**src/rtl/sda_pkg.sv**
```systemverilog
// Shared definitions for the serial-to-parallel receiver and its upstream serialiser.
package sda_pkg;

  localparam int unsigned DW_DEF   = 4;
  localparam logic        IDLE_LVL = 1'b1;

  typedef enum logic [1:0] {
    IDLE      = 2'd0,
    DATA      = 2'd1,
    WAIT_STOP = 2'd2
  } state_e;

endpackage : sda_pkg

```
**src/rtl/sda_cond_det.sv**
```systemverilog
// Bus condition decoder: keeps the previous scl/sda samples and flags start, stop
// and scl rising edges, all relative to the system clock.
module sda_cond_det
  import sda_pkg::*;
(
  input  logic clk,
  input  logic rst_n,
  input  logic scl_i,
  input  logic sda_i,
  output logic start_c,
  output logic stop_c,
  output logic rise_c
);

  logic scl_q;
  logic sda_q;

  // Previous samples; reset to the idle bus level so release cannot fake a condition.
  always_ff @(posedge clk or negedge rst_n) begin
    if (!rst_n) begin
      scl_q <= IDLE_LVL;
      sda_q <= IDLE_LVL;
    end else begin
      scl_q <= scl_i;
      sda_q <= sda_i;
    end
  end

  // Decode sda transitions while scl is held high, and scl low-to-high edges.
  always_comb begin
    start_c = scl_q & scl_i & sda_q & ~sda_i;
    stop_c  = scl_q & scl_i & ~sda_q & sda_i;
    rise_c  = ~scl_q & scl_i;
  end

endmodule : sda_cond_det

```
**src/rtl/sda_to_par.sv**
```systemverilog
// Serial-to-parallel frame receiver with one-hot decode of the received value.
// Optional feature: define SDA_RX_ERR_CNT_EN to add the saturating err_cnt port.
module sda_to_par
  import sda_pkg::*;
#(
  parameter int unsigned DW = DW_DEF
) (
  input  logic               sclk,
  input  logic               rst,
  input  logic               scl,
  input  logic               sda,
  output logic [DW-1:0]      data_q,
  output logic [2**DW-1:0]   out_hot,
  output logic               frame_valid,
  output logic               frame_err
`ifdef SDA_RX_ERR_CNT_EN
  ,
  output logic [7:0]         err_cnt
`endif
);

  localparam int unsigned HW  = 2**DW;
  localparam int unsigned BCW = $clog2(DW) + 1;

  logic           start_c;
  logic           stop_c;
  logic           rise_c;

  state_e         state_q, state_d;
  logic [BCW-1:0] bcnt_q, bcnt_d;
  logic [DW-1:0]  shreg_q, shreg_d;
  logic [DW-1:0]  data_d;
  logic [HW-1:0]  hot_d;
  logic           valid_d;
  logic           err_d;

  sda_cond_det u_cond (
    .clk     (sclk),
    .rst_n   (rst),
    .scl_i   (scl),
    .sda_i   (sda),
    .start_c (start_c),
    .stop_c  (stop_c),
    .rise_c  (rise_c)
  );

  // Frame FSM state, bit counter, shift register and registered outputs.
  always_ff @(posedge sclk or negedge rst) begin
    if (!rst) begin
      state_q     <= IDLE;
      bcnt_q      <= '0;
      shreg_q     <= '0;
      data_q      <= '0;
      out_hot     <= '0;
      frame_valid <= 1'b0;
      frame_err   <= 1'b0;
    end else begin
      state_q     <= state_d;
      bcnt_q      <= bcnt_d;
      shreg_q     <= shreg_d;
      data_q      <= data_d;
      out_hot     <= hot_d;
      frame_valid <= valid_d;
      frame_err   <= err_d;
    end
  end

  // Next-state logic; start outranks stop and rise, and rise is ignored once all bits are in.
  always_comb begin
    state_d = state_q;
    bcnt_d  = bcnt_q;
    shreg_d = shreg_q;
    data_d  = data_q;
    hot_d   = out_hot;
    valid_d = 1'b0;
    err_d   = 1'b0;
    case (state_q)
      IDLE: begin
        if (start_c) begin
          state_d = DATA;
          bcnt_d  = '0;
          shreg_d = '0;
        end
      end
      DATA: begin
        if (start_c) begin
          bcnt_d  = '0;
          shreg_d = '0;
          err_d   = 1'b1;
        end else if (stop_c) begin
          state_d = IDLE;
          err_d   = 1'b1;
        end else if (rise_c) begin
          shreg_d = DW'({shreg_q, sda});
          bcnt_d  = bcnt_q + BCW'(1);
          if (bcnt_d == BCW'(DW)) begin
            state_d = WAIT_STOP;
          end
        end
      end
      WAIT_STOP: begin
        if (start_c) begin
          state_d = DATA;
          bcnt_d  = '0;
          shreg_d = '0;
          err_d   = 1'b1;
        end else if (stop_c) begin
          state_d = IDLE;
          data_d  = shreg_q;
          hot_d   = HW'(1) << shreg_q;
          valid_d = 1'b1;
        end
      end
      default: begin
        state_d = IDLE;
      end
    endcase
  end

`ifdef SDA_RX_ERR_CNT_EN
  // Aborted-frame counter, saturating at its maximum.
  always_ff @(posedge sclk or negedge rst) begin
    if (!rst) begin
      err_cnt <= '0;
    end else if (err_d && (err_cnt != 8'hFF)) begin
      err_cnt <= err_cnt + 8'd1;
    end
  end
`endif

endmodule : sda_to_par

```
**config.mk**
```make
export PLATFORM = sky130hd
export DESIGN_NAME = sda_to_par
export DESIGN_NICKNAME = d
export VERILOG_FILES = /design/src/rtl/sda_pkg.sv /design/src/rtl/sda_cond_det.sv /design/src/rtl/sda_to_par.sv
export SDC_FILE = /design/constraint.sdc
export NUM_CORES = 1
export LEC_CHECK = 0
export ABC_AREA = 1
export BUFFER_PORTS_ARGS = -buffer_cell sky130_fd_sc_hd__buf_4
export CORE_MARGIN = 3
export CORE_UTILIZATION = 55
export CTS_CLUSTER_SIZE = 25
export DETAILED_ROUTE_END_ITERATION = 8
export GPL_ROUTABILITY_DRIVEN = 0
export PLACE_DENSITY = 0.85
export SYNTH_ARGS = -nofsm -noshare
export SYNTH_HDL_FRONTEND = slang
export SYNTH_SLANG_ARGS = --single-unit
```
**constraint.sdc**
```tcl
create_clock -name sclk -period 1.9 [get_ports sclk]
set_clock_uncertainty 0.15 [all_clocks]
set_input_delay 0.19 -clock sclk [delete_from_list [all_inputs] [get_ports sclk]]
set_output_delay 0.19 -clock sclk [all_outputs]
set_load 0.01 [all_outputs]
```
Word-level counts from Yosys, hierarchy flattened --
Index checks and enable logic that the tools add are counted.
Storage, ports and cells: register bits 33, latch bits 0, bits in writable memories 0, bits in read-only memories 0, output and inout bits 22, memories kept 0
Cells by class: add/sub/neg operators 1, multipliers 0, div/mod/pow operators 0, magnitude comparators 0, equality and inequality tests 11, shifts and indexed selects 1, multiplexer cells 24, bitwise logic cells 10, reductions and logical operators 6
Operators by type and width (count):
- two-way mux 4 bit | 4
- left shift 1 x 4 -> 16 bit (first input constant) | 1
- != test 3 bit (second input constant) | 5
- two-way mux 2 bit | 7
- two-way mux 3 bit | 4
- one-hot mux 4 bit (2 select lines) | 1
- bitwise AND 1 bit | 6
- one-hot mux 2 bit (3 select lines) | 1
- one-hot mux 3 bit (2 select lines) | 1
- two-way mux 1 bit | 5
- AND reduction 5 bit | 1
- != test 2 bit (second input constant) | 2
- NOT 1 bit | 4
- AND reduction 4 bit | 1
- adder 3 x 1 -> 3 bit (second input constant) | 1
- equality test 3 bit (second input constant) | 1
- AND reduction 3 bit | 1
- equality test 2 x 1 -> 1 bit (second input constant) | 1
- equality test 2 bit (second input constant) | 1
- logical NOT 2 bit | 1
- != test 2 x 1 -> 1 bit (second input constant) | 1
- one-hot mux 1 bit (2 select lines) | 1
- nonzero test 2 bit | 1
- OR reduction 2 bit | 1

Depth between registers and ports, before layout --
word-level depth 7, mapped depth 9

Hierarchy --
Synthesis repeated with hierarchy kept, for this count alone.
Unflattened totals: cell total of the unflattened synthesis 173, area total of the unflattened synthesis 1512.7 µm²
By module, submodules not included:
- sda_to_par | times used 1, cells each 162, area an instance 1426.4 µm², sequential area each 775.7 µm²
- sda_cond_det | times used 1, cells each 11, area an instance 86.3 µm², sequential area each 52.6 µm²

Worst setup path before layout --
Ideal clock, no wire load.
kind reg2reg, start point register u_cond.sda_q, end point register shreg_q[2], library setup time 0.117 ns, arrival 1.177 ns, path slack 0.456 ns, cell stages (with the launch flop) 9, path through dfstp_2 > inv_1 > nor2_2 > nand2_4 > nand2_2 > nand3_4 > buf_6 > nand2_2 > o21ai_2
Between the ends: word-level cells in the longest chain between the ends 5
Ends and longest elaborated chain:
- from (decl) | line sda_cond_det.sv:16 | logic sda_q;
- from (signal assigned) | line sda_cond_det.sv:25 | sda_q <= sda_i;
- NOT 1 bit | line sda_cond_det.sv:32 | stop_c = scl_q & scl_i & ~sda_q & sda_i;
- bitwise AND 1 bit (2 in series) | line sda_cond_det.sv:32
- != test 3 bit (no source line)
- AND reduction 4 bit (no source line)
- to (signal assigned) | line sda_to_par.sv:60 | shreg_q <= shreg_d;
- to (decl) | line sda_to_par.sv:31 | logic [DW-1:0] shreg_q, shreg_d;
Several ways; a longest one is shown, not always the timed one. A chain may end at the register's enable or synchronous reset.

Worst setup path in the final report --
start point register state_q[0], end point register out_hot[1]
Between the ends: word-level cells in the longest chain between the ends 2
Ends and longest elaborated chain:
- from (decl) | line sda_to_par.sv:29 | state_e state_q, state_d;
- from (signal assigned) | line sda_to_par.sv:58 | state_q <= state_d;
- equality test 2 bit | line sda_to_par.sv:77 | case (state_q)
- AND reduction 3 bit (no source line)
- to (signal assigned) | line sda_to_par.sv:62 | out_hot <= hot_d;
- to (decl) | line sda_to_par.sv:13 | output logic [2**DW-1:0] out_hot,
No other way between the ends.

==> impl_metrics.ini <==
[status]
status = complete, no violations

[setup_path]
cp.arrival_ns = 1.72
rr_worst_depth = 5
endpoint_kind = register
path_class = register to register
cp_max_fo = 31
crit_required_ns = 1.98
cp-start-kind = register

[global_route]
grtUsageMet1_pct = 24.7
grt_util_met3_pct = 4.75
first_global_vias = 1189
grt_max_degree = 34
grt_pass1_wl_um = 5200
grt_usage_pct = 19.4
grt.overflow.total = 0
met2_usage_pct = 30.9
antenna_found_initial = 0
busiest_layer = met2

[place]
placed_cell_area_mm2 = 0.00182
io_buffers = 25
hpwl_um = 2250

[final_layout]
regArea_um2 = 828
multi_input_area_um2 = 682
layout-drive-gt1-share_pct = 31.7
diodes = 0
fill_cells = 217
nets = 214
fin_util_pct = 68.5
area_growth_pct = 18.2
stdcell_area_mm2 = 0.00191

[floorplanning]
io_pins = 26
dieWidth_um = 60.1
die_y_um = 60.1
row_count = 19
core_region_area_mm2 = 0.00278
dieArea_mm2 = 0.00362
initial_core_util_pct = 57.9

[clocking]
tritoncts = done
clk_latency_ns = 0.32
cts_buffer_depth = 2
clkSinkCount = 33
cts_resized = 0
htree_levels = 2
clk_pin_slew_ns = 0.10
cts_buffers = 5
root_buffer = clkbuf_4

[synthesis]
synth_top_area_share_pct = 48.1
post_synth_mux_area_share_pct = 0
yosys.area_share.adder_pct = 4.66
synth_area_per_cell_um2 = 9.32
synth-xor-area-share_pct = 0
ys_seq_area_share_pct = 51.4
syn_inst = 173
synth_compound_area_share_pct = 14.4
ys_seq_elements = 33
synth_area_leaders = dfrtp_1 (48%), nand2_1 (12%), o31ai_2 (5.4%), ha_1 (4.7%), o21ai_2 (3.8%)
yosys.area.top_type = dfrtp_1
syn_area_mm2 = 0.00161
synth_cell_types = 21
syn-num-nets = 183
synth_top_family_by_area = simple AND/OR/NAND/NOR gates
synthSimpleGateAreaFrac_pct = 23.3
synth_warnings = 0

[drt]
ant_nets = 0
drt_pass1_iterations = 6
drc_errors = 0
vias = 1259
drt_iter0_markers = 77
avgViaCountPerCell = 5.33
drt-total-wl_um = 2980
wl_per_cell_um = 12.6

[sta]
fmax_mhz = 611
rsz0062_at_grt = false
slew_viol_final = 0
fin_setup_tns_ns = 0
worst_pin_slew_ns = 0.486
min_period_over_period_pct = 86.1
slew_headroom_pct = 67.6
finalSetupViolCount = 0
final-hold-violation-count = 0
finalCriticalPeriod_ns = 1.64

[power_and_ir_drop]
ir_worst_vdd_mv = 0.842
totalPowerFinal_mw = 2.07
p_leak_nw = 0.964
power_density_mw_per_mm2 = 1090

[run]
drv_cap = 0

[hold_path]
hold_path.class = input port to async pin
## state kept, by name, indices dropped and copies added (netlist names)
name          count
bcnt_q            3
data_q            4
frame_err         1
frame_valid       1
out_hot          16
shreg_q           4
state_q           2
u_cond.scl_q      1
u_cond.sda_q      1
## cells in the mapped netlist, drive strengths merged
master / instances
ha: 6
dfrtp: 31
nand2: 60
nand3: 14
nor2: 8
inv: 17
buf: 5
a21oi: 3
o21ai: 19
o31ai: 8
dfstp: 2
## through the flow
step	worst slack [ns]	hold slack, ns	std cells
floorplan	0.456	-0.256	173
global placement	0.382	-0.00364	225
detailed placement	0.294	0.00106	225
CTS	0.270	0.177	236
global route	0.170	0.206	236
finish	0.264	0.178	236
## final cells by class
cell class	count	area share, %
multi-input cells	118	35.8
inverters	17	3.35
repair buffers	29	12.5
well taps	31	2.04
clock inverters	3	0.919
clock buffers	5	1.97
flip-flops and latches	33	43.5
## worst max-delay path, stage by stage, from the launching register on
cell and delay, ns:
dfrtp_1 0.45, inv_1 0.14, ha_1 0.27, nand2_2 0.12, buf_12 0.18, o31ai_2 0.23
## timing repair
| item | CTS | global route |
|---|---|---|
| endpoints found under the hold margin | 35 | 0 |
| hold buffers | 3 | 0 |
| setup buffers | 0 | 0 |
## power by group
group,internal (mW),switching (mW)
sequential,0.812,0.139
clock,0.139,0.237
combinational,0.275,0.466
## worst paths after layout
| kind | to | slack (ns) | from |
|---|---|---|---|
| setup reg to reg | out_hot[1]$_DFFE_PN0P_ | 0.26 | state_q[0]$_DFFE_PN0P_ |
| min in group sclk | out_hot[3]$_DFFE_PN0P_ | 0.35 | out_hot[3]$_DFFE_PN0P_ |
| setup / recovery | out_hot[1]$_DFFE_PN0P_ | 0.26 | state_q[0]$_DFFE_PN0P_ |
| hold / removal | out_hot[6]$_DFFE_PN0P_ | 0.18 | rst |
| hold reg to reg | out_hot[3]$_DFFE_PN0P_ | 0.35 | out_hot[3]$_DFFE_PN0P_ |
| max in group asynchronous | u_cond.scl_q$_DFF_PN1_ | 1.10 | rst |
## logic make-up after synthesis
| family | count (synthesis) |
|---|---|
| adders and majority gates | 6 |
| and+or+nand+nor | 82 |
| AOI/OAI and AO/OA | 30 |
| DFF | 33 |
| buffers and inverters | 22 |
## layer usage
metal,vias up,wire [um]
li1,626,-
met1,588,1300
met2,36,1470
met3,9,138
met4,0,70
met5,-,0
## cell usage in the layout (no fill, tap or decap), drive strengths merged, types with 2 or more instances in the layout
cell type	instances
a21oi	3
buf	26
clkbuf	5
clkinv	2
dfrtp	31
dfstp	2
dlygate4sd3	3
ha	6
inv	17
nand2	60
nand3	14
nor2	8
o21ai	19
o31ai	8
Power figures use the tool's default switching activity.
